## src/rtl/stdp_pkg.sv

```systemverilog
// stdp_pkg: shared widths, pairing window and the dt-to-step lookup for the STDP stage.
package stdp_pkg;
    localparam int WINDOW = 16;
    localparam int AGE_W = 4;
    localparam int WEIGHT_W = 8;
    localparam int DT_W = 5;
    localparam logic [WEIGHT_W-1:0] D_NEAR = 8'd16;
    localparam logic [WEIGHT_W-1:0] D_SHORT = 8'd8;
    localparam logic [WEIGHT_W-1:0] D_MID = 8'd4;
    localparam logic [WEIGHT_W-1:0] D_FAR = 8'd2;
    localparam logic [DT_W-1:0] DT_NEAR = 5'd2;
    localparam logic [DT_W-1:0] DT_SHORT = 5'd4;
    localparam logic [DT_W-1:0] DT_MID = 5'd8;
    typedef enum logic {LTD = 1'b0, LTP = 1'b1} dir_e;
    function automatic logic [WEIGHT_W-1:0] dt_to_delta(input logic [DT_W-1:0] dt);
        return dt <= DT_NEAR ? D_NEAR : dt <= DT_SHORT ? D_SHORT : dt <= DT_MID ? D_MID : D_FAR;
    endfunction
endpackage

```

## src/rtl/spike_trace.sv

```systemverilog
// spike_trace: age since the last spike, valid for WINDOW cycles unless consumed by a pairing.
module spike_trace
    import stdp_pkg::*;
(
    input  logic             clk,
    input  logic             rst,
    input  logic             spike_i,
    input  logic             consume_i,
    output logic [AGE_W-1:0] age_o,
    output logic             valid_o
);
    logic [AGE_W-1:0] age_q, age_d;
    logic valid_q, valid_d;
    always_comb begin
        age_d = age_q;
        valid_d = valid_q;
        if (spike_i) begin
            age_d = '0;
            valid_d = 1'b1;
        end else if (consume_i) begin
            valid_d = 1'b0;
        end else if (valid_q) begin
            age_d = age_q + 1'b1;
            valid_d = age_q != AGE_W'(WINDOW - 1);
        end
    end
    always_ff @(posedge clk) begin
        if (rst) begin
            age_q <= '0;
            valid_q <= 1'b0;
        end else begin
            age_q <= age_d;
            valid_q <= valid_d;
        end
    end
    assign age_o = age_q;
    assign valid_o = valid_q;
endmodule

```

## src/rtl/stdp_learn.sv

```systemverilog
// stdp_learn: nearest-neighbour spike pairing feeding a two-stage saturating weight update,
// plus the pre-gated synaptic current for the postsynaptic neuron.
module stdp_learn
    import stdp_pkg::*;
#(
    parameter logic [WEIGHT_W-1:0] W_INIT = 8'd1,
    parameter logic [WEIGHT_W-1:0] W_MAX = 8'd255
) (
    input  logic                clk,
    input  logic                rst,
    input  logic                pre_spike,
    input  logic                post_spike,
    output logic [WEIGHT_W-1:0] weight,
    output logic [WEIGHT_W-1:0] syn_current,
    output logic                update_w_flag,
    output logic                ltp,
    output logic [DT_W-1:0]     time_diff
);
    logic [AGE_W-1:0] pre_age, post_age;
    logic pre_valid, post_valid, ltp_pair, ltd_pair;
    logic [DT_W-1:0] pair_dt;
    logic s1_valid_q, pre_q, flag_q;
    dir_e s1_dir_q, ltp_q;
    logic [WEIGHT_W-1:0] s1_delta_q, weight_q, weight_d, syn_q, w_up, w_dn;
    logic [DT_W-1:0] s1_dt_q, time_diff_q;
    logic [WEIGHT_W:0] sum;
    assign ltp_pair = post_spike & ~pre_spike & pre_valid;
    assign ltd_pair = pre_spike & ~post_spike & post_valid;
    assign pair_dt = {1'b0, ltp_pair ? pre_age : post_age} + 5'd1;
    spike_trace u_pre (
        .clk(clk), .rst(rst), .spike_i(pre_spike), .consume_i(ltp_pair),
        .age_o(pre_age), .valid_o(pre_valid)
    );
    spike_trace u_post (
        .clk(clk), .rst(rst), .spike_i(post_spike), .consume_i(ltd_pair),
        .age_o(post_age), .valid_o(post_valid)
    );
    // 9-bit sum so potentiation overflow is caught before clamping to W_MAX
    always_comb begin
        sum = {1'b0, weight_q} + {1'b0, s1_delta_q};
        w_up = sum > {1'b0, W_MAX} ? W_MAX : sum[WEIGHT_W-1:0];
        w_dn = weight_q < s1_delta_q ? '0 : weight_q - s1_delta_q;
        weight_d = !s1_valid_q ? weight_q : s1_dir_q == LTP ? w_up : w_dn;
    end
    always_ff @(posedge clk) begin
        if (rst) begin
            s1_valid_q <= 1'b0;
            s1_dir_q <= LTD;
            s1_delta_q <= '0;
            s1_dt_q <= '0;
            weight_q <= W_INIT;
            flag_q <= 1'b0;
            ltp_q <= LTD;
            time_diff_q <= '0;
            pre_q <= 1'b0;
            syn_q <= '0;
        end else begin
            s1_valid_q <= ltp_pair | ltd_pair;
            s1_dir_q <= ltp_pair ? LTP : LTD;
            s1_delta_q <= dt_to_delta(pair_dt);
            s1_dt_q <= pair_dt;
            weight_q <= weight_d;
            flag_q <= s1_valid_q;
            ltp_q <= s1_valid_q ? s1_dir_q : ltp_q;
            time_diff_q <= s1_valid_q ? s1_dt_q : time_diff_q;
            pre_q <= pre_spike;
            syn_q <= pre_q ? weight_q : '0;
        end
    end
    assign weight = weight_q;
    assign syn_current = syn_q;
    assign update_w_flag = flag_q;
    assign ltp = ltp_q == LTP;
    assign time_diff = time_diff_q;
endmodule
```

## config.mk

```make
export PLATFORM = sky130hd
export DESIGN_NAME = stdp_learn
export DESIGN_NICKNAME = d
export VERILOG_FILES = /design/src/rtl/stdp_pkg.sv /design/src/rtl/spike_trace.sv /design/src/rtl/stdp_learn.sv
export SDC_FILE = /design/constraint.sdc
export NUM_CORES = 1
export LEC_CHECK = 0
export ABC_AREA = 1
export ABC_CLOCK_PERIOD_IN_PS = 1900
export BUFFER_PORTS_ARGS = -buffer_cell sky130_fd_sc_hd__buf_2
export CAP_MARGIN = 10
export CORE_MARGIN = 1
export CORE_UTILIZATION = 40
export DETAILED_ROUTE_END_ITERATION = 12
export REMOVE_ABC_BUFFERS = 1
export SETUP_SLACK_MARGIN = 0.2
export SLEW_MARGIN = 15
export SYNTH_ARGS = -nofsm -noshare
export SYNTH_HDL_FRONTEND = slang
export SYNTH_SLANG_ARGS = --single-unit
```

## constraint.sdc

```tcl
create_clock -name clk -period 1.9 [get_ports clk]
set_clock_uncertainty 0.1 [all_clocks]
set_input_delay 0.475 -clock clk [delete_from_list [all_inputs] [get_ports clk]]
set_output_delay 0.475 -clock clk [all_outputs]
set_load 0.01 [all_outputs]
```

==> results.md <==
- Status: complete, no violations
- Total power: between 2 and 2.5 mW
- Leakage: roughly 1.4 nW
- WL final: 5.44 mm
- Min Tclk post-route: about 1700 ps
- Num rows: 27
- Clk_lat worst skew: about 300 ps
- I/O Pins: 27
- Clk network pwr share: between 30% and 40%
- Placed cell area: between 2000 and 3000 µm²
- Layout cells sized above 1: roughly 32%
- Post-DP HPWL: 3.75 mm
- Dpl cells: 420
- Most common cell on crit path: inv_2
- Largest delay contributor family on the critical path: adder cells
- DRC viols: 0
- CTS tree: done
- Seq/Total Area, Yosys: between 30% and 40%
- Vias in the first global route: 1,951
- Max VDD drop: between 0.4 and 0.5 mV
- Clock transition at the registers of the reported paths: 80 ps
- Nets@finish: 380
- Int Pwr: 1.51 mW
- ANT cells: 0
- Core area: between 5000 and 6000 µm²
- Sink Count: 45
- Die Width: ~77 µm
- First-pass GRT wire length: around 9 mm
- Register area: approximately 920 µm²
- CP Launch Type: flop
- Yosys reg bits: between 40 and 50
- Final Cell Area: between 2000 and 3000 µm²
- RSZ-0062 raised after global routing: yes
- Worst-Margin Slew: around 530 ps
- Via density per instance: 4.95
- Die area: about 6000 µm²
- Gate Count Post-Synth: between 300 and 400
- Drt wl/cell: ~13 µm
- # H-tree levels: 2
- HP Class: reg -> reg
- Mean Syn Cell Area: 7.31 µm²
- Root buf cell: clkbuf_8
- Flop pwr share: between 40% and 50%
- Data required, critical path: around 2000 ps
- CP Buf/Inv Count: 3
- Commonest non-fill, non-tap cell in the layout: nand2_1
- Mapped Area: roughly 2300 µm²
- Fin crit share: 91.8%
- Number of port buffers: 26
- TritonRoute pass-1 iters: 4
- Crit-path slowest cell: dfxtp_2
- Largest net degree at the start of global routing: 16
- Final Setup Violations: 0
- Antenna violations before repair: 0
- GRT overflow: 0
- DR vias: ~2.2k
- Final WS setup: around 160 ps
- Unique masters post-synth: 33
- Final Max Tran Viols: 0
- GRT Util Overall: about a fifth
- Synthesis-to-finish area growth: 28.7%
- Multi-input logic area: ~1400 µm²
- Gate power share: 14.2%
- Crit path max fanout: 3
- Final std cells w/o fill: around 440
- Buffer depth of the longest clock path: 2
- Final Hold Fails: 0
- Max-Cap Viols: 0
- Post-route ant nets: 0
- Setup CP Type: reg -> reg
- Initial Utilization: 41.4%
- WHS: roughly 370 ps
- RePlAce Congestion: 0.840
- CTS buffer count: 5
- Commonest non-fill, non-tap cells in the layout: 57 x nand2_1, 44 x nor2_1, 37 x dfxtp_1
- R2r setup slk: 160 ps
- Initial drt markers: about 110
- Sw Share: roughly 25%
- Crit. End Element: flop
- Yosys Warn Count: 0
- Pwr Density: around 690 nW/µm²
- P_sw: ~510 µW
- DP Worst Slack: -15.4 ps
- Arrival @ worst endpoint: 1830 ps
- Critical path, cell by cell: inv_2 > ha_4 > inv_2 > fa_2 > nand2_2 > inv_2 > o21ai_4 > nand3_2 > nand2_1 > nand2_1 > o21ai_1 > a21oi_1
- Crit path largest cell delay: about 340 ps
- Die Height: just under 80 µm
- FILL cells: between 500 and 600
- Max-Slew Margin vs Limit: roughly 64%
- Achievable Freq: roughly 570 MHz
==> worst paths after layout <==
kind | startpoint | end | cells after the start
max | weight[1]$_SDFFE_PP0P_ | weight[5]$_SDFFE_PP0P_ | 12
min | weight[0]$_SDFFE_PP1P_ | syn_current[0]$_SDFF_PP0_ | 2
max reg2reg | weight[1]$_SDFFE_PP0P_ | weight[5]$_SDFFE_PP0P_ | 12
min reg2reg | weight[0]$_SDFFE_PP1P_ | syn_current[0]$_SDFF_PP0_ | 2
==> area by class of cell <==
cell class              count  area share (%)
repair buffers             51            11.0
well taps                  72            3.07
multi-input cells         223            46.2
clock inverters             1            1.02
inverters                  36            4.61
flip-flops and latches     45            31.2
clock buffers               7            2.94
==> tightest hold or removal path: cells and delay by family (launching register included) <==
kind | cells | cell delay, ps
flops | 1 | 330
simple gates | 1 | 40
buf+inv | 1 | 50
==> routing by layer <==
layer | up-vias | routed length (µm) | GRT usage (%)
met5 | - | 0 | 0
met2 | 45 | 2590 | 30.7
met4 | 0 | 126 | 7.92
met1 | 988 | 2530 | 24.6
li1 | 1109 | - | -
met3 | 11 | 195 | 3.53
==> sequential cells by signal (all words and copies together), names as in the netlist <==
name and flops:
time_diff 5, update_w_flag 1, u_post.age_o 4, pre_q 1
ltp 1, weight 8, s1_delta_q 4, u_pre.age_o 4
s1_dir_q 1, s1_valid_q 1, syn_current 8, s1_dt_q 5
u_pre.valid_o 1, u_post.valid_o 1
==> kinds of logic after synthesis <==
kind of cell	synth area share [%]
xor gates and xnor gates	1.15
buffers and inverters	7.79
DFF	39.5
and+or+nand+nor	33.0
adders and majority gates	8.34
AOI/OAI and AO/OA	10.2
==> power by group through the flow <==
stage	Clock (mW)	Combinational, mW	Sequential [mW]
3_5_place_dp	0	0.234	1.01
6_report	0.744	0.286	0.990
5_1_grt	0.811	0.315	0.995
3_3_place_gp	0	0.231	1.01
4_1_cts	0.771	0.258	0.990
2_1_floorplan	0	0.140	1.02
==> Yosys cell counts <==
cell,instances,share of area (%)
o21ai_2,1,0.38
nand3b_1,2,0.66
o211ai_1,1,0.33
nand2_1,65,11
buf_4,1,0.33
nand2_2,7,1.9
a21boi_2,1,0.49
nand4_2,1,0.55
inv_1,32,5.3
buf_6,1,0.49
o31ai_1,1,0.33
and3b_1,1,0.38
a21oi_1,17,3.7
a21oi_4,1,0.71
nor3b_1,1,0.33
nand3_1,23,5.0
fa_1,2,1.8
clkbuf_1,3,0.49
buf_2,1,0.22
o21bai_1,1,0.33
buf_1,2,0.33
o21ai_1,2,0.44
and3_1,1,0.27
inv_2,4,0.66
a31o_2,1,0.38
nand4_1,10,2.7
o21ai_0,14,3.1
nor2_1,49,8.1
xor2_1,3,1.2
ha_1,12,6.6
nor2_2,2,0.55
nand3_2,4,1.8
dfxtp_1,45,40
==> stage by stage <==
step / util (%) / TNS [ps]
6_report: 53.3 / 0
5_1_grt: 53.3 / 0
4_1_cts: 51.0 / 0
3_5_place_dp: 47.1 / -19.7
3_3_place_gp: 47.1 / 0
2_1_floorplan: - / 0
==> what timing repair did <==
action,in CTS,in global routing
setup buffers,3,4
gates resized for setup,24,26
setup endpoints to repair,9,11
endpoints found under the hold margin,0,0
pin swaps,12,16
hold buffers,0,0
Note: power is estimated with default switching activity, not from simulation.
